<file path="config.mk">
export PLATFORM = sky130hd
export DESIGN_NAME = mips_imem_loader
export DESIGN_NICKNAME = d
export VERILOG_FILES = /design/src/rtl/mips_pkg.sv /design/src/rtl/mips_instr_encode.sv /design/src/rtl/mips_imem_loader.sv
export SDC_FILE = /design/constraint.sdc
export NUM_CORES = 1
export LEC_CHECK = 0
export ABC_AREA = 1
export CAP_MARGIN = 5
export CORE_MARGIN = 5
export CORE_UTILIZATION = 40
export DETAILED_ROUTE_END_ITERATION = 8
export GPL_TIMING_DRIVEN = 0
export PLACE_DENSITY = 0.73
export SETUP_SLACK_MARGIN = 0.4
export SLEW_MARGIN = 20
export SYNTH_ARGS = -nofsm -noshare
export SYNTH_HDL_FRONTEND = slang
export SYNTH_SLANG_ARGS = --single-unit
</file>
<file path="constraint.sdc">
create_clock -name clk -period 2.03 [get_ports clk]
set_input_delay 0.406 -clock clk [delete_from_list [all_inputs] [get_ports clk]]
set_output_delay 0.406 -clock clk [all_outputs]
set_load 0.03 [all_outputs]
</file>
<file path="src/rtl/mips_pkg.sv">
// Shared MIPS definitions: instruction kinds, primary opcodes and loader FSM states.
package mips_pkg;

  typedef enum logic [2:0] {
    KIND_RTYPE   = 3'd0,
    KIND_LW      = 3'd1,
    KIND_SW      = 3'd2,
    KIND_BEQ     = 3'd3,
    KIND_BNE     = 3'd4,
    KIND_ADDI    = 3'd5,
    KIND_J       = 3'd6,
    KIND_ILLEGAL = 3'd7
  } instr_kind_e;

  localparam logic [5:0] OP_RTYPE = 6'b000000;
  localparam logic [5:0] OP_LW    = 6'b100011;
  localparam logic [5:0] OP_SW    = 6'b101011;
  localparam logic [5:0] OP_BEQ   = 6'b000100;
  localparam logic [5:0] OP_BNE   = 6'b000101;
  localparam logic [5:0] OP_ADDI  = 6'b001000;
  localparam logic [5:0] OP_J     = 6'b000010;

  typedef enum logic [1:0] {
    ST_IDLE  = 2'd0,
    ST_RUN   = 2'd1,
    ST_DRAIN = 2'd2,
    ST_DONE  = 2'd3
  } loader_state_e;

endpackage

</file>
<file path="src/rtl/mips_instr_encode.sv">
// Combinational encoder: symbolic instruction kind plus fields -> 32-bit MIPS word.
module mips_instr_encode
  import mips_pkg::*;
(
  input  logic [2:0]  kind,
  input  logic [4:0]  rs,
  input  logic [4:0]  rt,
  input  logic [4:0]  rd,
  input  logic [4:0]  shamt,
  input  logic [5:0]  funct,
  input  logic [15:0] imm,
  input  logic [25:0] target,
  output logic [31:0] word,
  output logic        illegal
);

  always_comb begin
    word    = '0;
    illegal = 1'b0;
    case (instr_kind_e'(kind))
      KIND_RTYPE: word = {OP_RTYPE, rs, rt, rd, shamt, funct};
      KIND_LW:    word = {OP_LW, rs, rt, imm};
      KIND_SW:    word = {OP_SW, rs, rt, imm};
      KIND_BEQ:   word = {OP_BEQ, rs, rt, imm};
      KIND_BNE:   word = {OP_BNE, rs, rt, imm};
      KIND_ADDI:  word = {OP_ADDI, rs, rt, imm};
      KIND_J:     word = {OP_J, target};
      default:    illegal = 1'b1;
    endcase
  end

endmodule

</file>
<file path="src/rtl/mips_imem_loader.sv">
// Encodes a stream of symbolic instructions and writes them sequentially into
// instruction memory through a single back-pressured output register.
module mips_imem_loader
  import mips_pkg::*;
#(
  parameter int unsigned       ADDR_W    = 32,
  parameter int unsigned       DEPTH     = 64,
  parameter logic [ADDR_W-1:0] BASE_ADDR = '0
) (
  input  logic                         clk,
  input  logic                         reset_n,
  input  logic                         start,
  input  logic                         in_valid,
  output logic                         in_ready,
  input  logic [2:0]                   in_kind,
  input  logic [4:0]                   in_rs,
  input  logic [4:0]                   in_rt,
  input  logic [4:0]                   in_rd,
  input  logic [4:0]                   in_shamt,
  input  logic [5:0]                   in_funct,
  input  logic [15:0]                  in_imm,
  input  logic [25:0]                  in_target,
  input  logic                         in_last,
  output logic                         mem_we,
  input  logic                         mem_ready,
  output logic [ADDR_W-1:0]            mem_addr,
  output logic [31:0]                  mem_wdata,
  output logic [$clog2(DEPTH+1)-1:0]   count,
  output logic                         done,
  output logic                         err
);

  localparam int unsigned CNT_W = $clog2(DEPTH + 1);
  localparam int unsigned ACC_W = CNT_W + 1;

  loader_state_e     state;
  logic [31:0]       enc_word;
  logic              enc_illegal;
  logic [ACC_W-1:0]  accepted;
  logic              room;
  logic              accept;
  logic              complete;

  mips_instr_encode u_encode (
    .kind    (in_kind),
    .rs      (in_rs),
    .rt      (in_rt),
    .rd      (in_rd),
    .shamt   (in_shamt),
    .funct   (in_funct),
    .imm     (in_imm),
    .target  (in_target),
    .word    (enc_word),
    .illegal (enc_illegal)
  );

  // Words already written plus the one sitting in the output register.
  assign accepted = ACC_W'(count) + ACC_W'(mem_we);
  assign room     = accepted < ACC_W'(DEPTH);
  assign in_ready = (state == ST_RUN) && (!mem_we || mem_ready) && room;
  assign accept   = in_valid && in_ready;
  assign complete = mem_we && mem_ready;

  always_ff @(posedge clk or negedge reset_n) begin
    if (!reset_n) begin
      state     <= ST_IDLE;
      mem_we    <= 1'b0;
      mem_addr  <= BASE_ADDR;
      mem_wdata <= '0;
      count     <= '0;
      done      <= 1'b0;
      err       <= 1'b0;
    end else begin
      done <= 1'b0;

      if (complete) begin
        count    <= count + CNT_W'(1);
        mem_addr <= mem_addr + ADDR_W'(4);
      end

      // A new word reloads the register even when the previous one retires this cycle.
      if (accept && !enc_illegal) begin
        mem_we    <= 1'b1;
        mem_wdata <= enc_word;
      end else if (complete) begin
        mem_we <= 1'b0;
      end

      if ((accept && enc_illegal) || (state == ST_RUN && in_valid && !room)) begin
        err <= 1'b1;
      end

      case (state)
        ST_IDLE: begin
          if (start) begin
            state    <= ST_RUN;
            count    <= '0;
            err      <= 1'b0;
            mem_addr <= BASE_ADDR;
          end
        end
        ST_RUN: begin
          if (accept && in_last) begin
            if (!enc_illegal || (mem_we && !mem_ready)) begin
              state <= ST_DRAIN;
            end else begin
              state <= ST_DONE;
              done  <= 1'b1;
            end
          end
        end
        ST_DRAIN: begin
          if (complete || !mem_we) begin
            state <= ST_DONE;
            done  <= 1'b1;
          end
        end
        ST_DONE: state <= ST_IDLE;
        default: state <= ST_IDLE;
      endcase
    end
  end

endmodule

</file>
# Yosys cells after proc, flatten, opt, wreduce, memory -nomap -nowiden
# Index checks and enable logic that the tools add are counted.
# word_totals
regBits,76
wordCells,67
# classes
reduce_logical,22
n_addsub,3
mux,22
n_lt_le_gt_ge,1
eq_ne,12
# op_table
cell,count
32-bit case mux with 7 select lines,1
32-bit two-way mux,3
"32-bit by 3-bit adder with 32-bit output, second input constant",1
7-bit two-way mux,3
1-bit logical AND,10
1-bit two-way mux,10
"3-bit == test, second input constant",3
7-bit by 1-bit adder with 8-bit output,1
"8-bit by 7-bit < comparator with 1-bit output, second input constant",1
2-bit case mux with 4 select lines,1
"7-bit by 1-bit adder with 7-bit output, second input constant",1
7-bit OR reduction,1
"3-bit by 2-bit == test with 1-bit output, second input constant",2
2-bit two-way mux,3
"2-bit == test, second input constant",2
1-bit logical OR,4
"2-bit != test, second input constant",2
"3-bit by 1-bit == test with 1-bit output, second input constant",1
1-bit zero test,3
3-bit zero test,1
3-bit AND reduction,1
"2-bit by 1-bit == test with 1-bit output, second input constant",1
2-bit zero test,1
"2-bit by 1-bit != test with 1-bit output, second input constant",1
other kinds (2),2

# Depth between registers and ports, before layout
# logic_depth
depth_word,10
depth_mapped,11
ltp_nobuf,11

# By module
# Synthesis repeated with hierarchy kept, for this count alone.
# unflattened
cells_unflattened,698
hier_area_um2,4680.7
# modules_own_cells
module,area_each_um2,instances,cells_each,seq_area_each_um2
mips_imem_loader,3664.8,1,483,1851.8
mips_instr_encode,1016.0,1,215,0.0

# Least setup slack after synthesis
# Ideal clock, no wire load.
# synth_timing
path_kind,register to register
startpoint,register mem_addr[3]
endpoint,register mem_addr[12]
setup_slack_ns,0.280
path_stages_with_launch,8
required_time_ns,1.907
path_buffers,0
arrival_ns,1.626
path_cell_list,dfrtp_1 -> ha_1 -> nand2_1 -> nor2_1 -> nand4_4 -> or2_2 -> o21ai_0 -> a21oi_1
# synth_via
elab_chain_len,4
# synth_rtl
element,line_no,rtl
from (decl),mips_imem_loader.sv:26,"output logic [ADDR_W-1:0] mem_addr,"
from (signal assigned),mips_imem_loader.sv:78,mem_addr <= mem_addr + ADDR_W'(4);
32-bit by 3-bit adder with 32-bit output *,mips_imem_loader.sv:78,
32-bit two-way mux *,mips_imem_loader.sv:76,if (complete) begin
32-bit two-way mux,mips_imem_loader.sv:95,if (start) begin
32-bit two-way mux *,mips_imem_loader.sv:93,case (state)
# Every way passes the cells marked *; elsewhere a longest branch is shown, timed or not.
# A chain may end at the register's enable or synchronous reset.

# Final worst setup path
# layout_timing
startpoint,register state[1]
endpoint,register mem_wdata[28]
# layout_via
elab_chain_len,5
# layout_rtl
element,line_no,rtl
from (decl),mips_imem_loader.sv:36,loader_state_e state;
from (signal assigned),mips_imem_loader.sv:66,state <= ST_IDLE;
from (signal assigned),mips_imem_loader.sv:96,state <= ST_RUN;
from (signal assigned),mips_imem_loader.sv:105,state <= ST_DRAIN;
2-bit by 1-bit == test with 1-bit output,mips_imem_loader.sv:60,assign in_ready = (state == ST_RUN) && (!mem_we || mem_ready) && room;
1-bit logical AND (2 in series),mips_imem_loader.sv:60,
1-bit logical AND,mips_imem_loader.sv:61,assign accept = in_valid && in_ready;
1-bit logical AND,mips_imem_loader.sv:82,if (accept && !enc_illegal) begin
to (signal assigned),mips_imem_loader.sv:84,mem_wdata <= enc_word;
to (decl),mips_imem_loader.sv:27,"output logic [31:0] mem_wdata,"
# Every way passes these cells.

==> reports/metrics.yaml <==
clock_tree:
  cts_max_path_buffers: 2
  cts_tree: "done"
  cts_sinks: 73
  htreeDepth: 3
  insertion_delay_ps: 360
  cts_buffers: 9
  clkTransAtPathRegs_ps: 80
  ctsRootBufferMaster: "clkbuf_8"
finish:
  drive_gt1_frac: 0.251
  fillCellCount: 874
  finish.utilization: 0.649
  multi_input_area_sq_mm: 0.00225
  nets: 820
  syn2layout_area_growth_pct: 60.5
  diodes: 0
  seq_area_sq_mm: 0.00183
route:
  viasPerCell: 4.86
  drtPass1Iterations: 4
  drt-initial-drc-count: 205
  totalWireLength_microns: 12700
  drcViolationCount: 0
  detail_route.wl_per_cell_microns: 14.5
  via_count: 4265
  ant_nets: 0
synthesis:
  synth_top_family_by_area: "simple AND/OR/NAND/NOR gates"
  synth_edf_count: 0
  synthArstFlopShare: 1.00
  synth_fa_ha_area_frac: 0.0183
  synth_top_cell_by_area: "dfrtp_1"
  synth_area_leaders: "dfrtp_1, nand2_1, nor2_1"
  synth-xor-area-share: 0.0278
  synthesis.area_sq_mm: 0.00410
  synthMuxAreaShare: 0
  synth-seq-cells: 73
  synthSimpleGateAreaFrac: 0.340
  synth_top_area_share: 0.446
  yosysWarningCount: 0
  seq_area_frac_synth: 0.446
  synthTopCellsByCount: "nand2_1, dfrtp_1, nor2_1"
  synthCells: 540
  synth_compound_area_frac: 0.0953
  yosysMostFrequentCell: "nand2_1"
  ys_types: 40
  synthFlopType: "dfrtp_1"
  avgSynthCellArea_sq_um: 7.59
sta:
  setup_viol_count_final: 0
  fin_ws_ps: 186
  period_minus_slack_ps: 1840
  slew_viol_final: 0
  hold_viol: 0
  clock.fmax_mhz: 542
  min_period_over_period: 0.908
  rsz0062_at_grt: "true"
  fin_worst_skew_ps: 11.3
  whs_ps: 476
min_path:
  hp-start: "mem_wdata[29]"
  holdPathEnd: "mem_wdata[29]"
  hold_depth: 2
  holdCritPathClass: "reg2reg"
worst_setup_path:
  r2r_start: "state[1]"
  critPathRequiredTime_ps: 2270
  start_kind: "register"
  worstRegToRegCells: 13
  crit_type: "reg2reg"
  cp-end-kind: "register"
  reg2reg_to: "mem_wdata[28]"
  worstPathMaxFanout: 5
  r2r_slack_ps: 190
  critPathArrivalTime_ps: 2080
global_route:
  antenna_found_initial: 0
  grt_pass1_wl_microns: 21800
  grt_overflow_total: 0
  grt_pass1_vias: 4437
  grt_max_degree: 44
  grt.total_usage: 0.216
place:
  gp_congestion: 0.877
  dpl_worst_slack_ps: -507
  hpwlAfterDp_microns: 9480
  io_buffer_count: 148
floorplan:
  die_w_microns: 111
  rows: 37
  dieArea_sq_mm: 0.0124
  start_util: 0.404
  ios: 152
  die_h_microns: 111
  design.core.area_sq_mm: 0.0101
pwr:
  p_leak_nw: 3.26
  power_mw: 6.58
  vdd_drop_max_v: 0.000509
  powerDensity_mw_per_mm2: 1000
run:
  drv_cap: 0
status:
  status: "finished, final reports clean"
==> power by group <==
| part | switching [mW] | internal [mW] | total (mW) |
|---|---|---|---|
| sequential | 0.249 | 1.83 | 2.08 |
| clock | 0.565 | 0.755 | 1.32 |
| combinational | 1.89 | 1.29 | 3.18 |
| total | 2.70 | 3.87 | 6.58 |
==> metrics by stage <==
step	area, sq um	setup TNS, ps	instances
floorplan	4110	0	542
global placement	5770	-149980	826
detailed placement	5780	-7190	827
CTS	6420	0	869
global route	6580	0	878
finish	6580	0	878
==> cells by family after synthesis <==
kind of cell,after synthesis
and+or+nand+nor,322
adders and majority gates,6
other,1
buffers and inverters,65
xor gates and xnor gates,13
DFF,73
AOI/OAI and AO/OA,60
==> worst max-delay path, stage by stage, from the launching register on <==
cell	delay, ps
dfrtp_1	400
inv_2	80
ha_4	130
inv_2	40
nor2_4	90
buf_6	100
buf_6	90
nand4_4	110
nor2_4	190
clkinv_4	130
buf_6	140
buf_8	120
nand2_2	50
o31ai_2	50
==> cell type report <==
class,count,area share
buffer,15,0.0211
sequential,73,0.279
tap,136,0.0259
clock inverter,5,0.0118
multi-input combinational,404,0.343
timing repair buffer,183,0.265
clock buffer,11,0.0230
timing repair inverter,1,0.000951
inverter,50,0.0303
==> what timing repair did <==
item,4_1_cts,5_1_grt
hold buffers,1,0
buffers inserted,19,9
pin swaps,30,16
gates resized for setup,173,70
endpoints found under the hold margin,30,0
cloned,6,0
endpoints found under the setup margin,133,88
==> routing by layer <==
layer | GRT usage | share of wire | vias up
met5 | 0 | 0 | -
met4 | 0.0600 | 0.014 | 0
met3 | 0.0906 | 0.094 | 16
met2 | 0.375 | 0.51 | 156
met1 | 0.243 | 0.38 | 1988
li1 | - | - | 2105
==> state kept, by name, indices dropped and copies added, names as in the netlist <==
| signal | cells |
|---|---|
| mem_wdata | 31 |
| state | 2 |
| mem_addr | 30 |
| mem_we | 1 |
| done | 1 |
| count | 7 |
| err | 1 |
==> how the worst max path moves through the flow <==
stage | startpoint | endpoint | slack (ps) | cells after the start
2_1_floorplan | mem_addr[3] | mem_addr[12] | 380 | 7
3_3_place_gp | reset_n | mem_addr[2] | -2240 | 1
3_5_place_dp | mem_ready | in_ready | -510 | 6
4_1_cts | count[2] | in_ready | 170 | 6
5_1_grt | state[1] | mem_wdata[28] | 80 | 13
6_report | state[1] | mem_wdata[28] | 190 | 13
==> cells in the final DEF (no fill, tap or decap), drive strengths merged, types with 3 or more instances in the layout <==
master         synthesis  routed
o21ai                 28      28
clkbuf                 3      28
ha                     6       6
nand3                 34      34
a21oi                 14      14
xnor2                  5       5
a22oi                 10      10
nand4                  8       8
xor2                   8       8
clkdlybuf4s15          0      14
clkinv                 1       4
dfrtp                 73      73
buf                   12      47
nor2                  68      68
conb                   1       3
dlygate4sd2            0      46
nor3                   6       6
nand2                201     201
inv                   49      49
clkdlybuf4s50          0      73
Power figures use the tool's default switching activity.
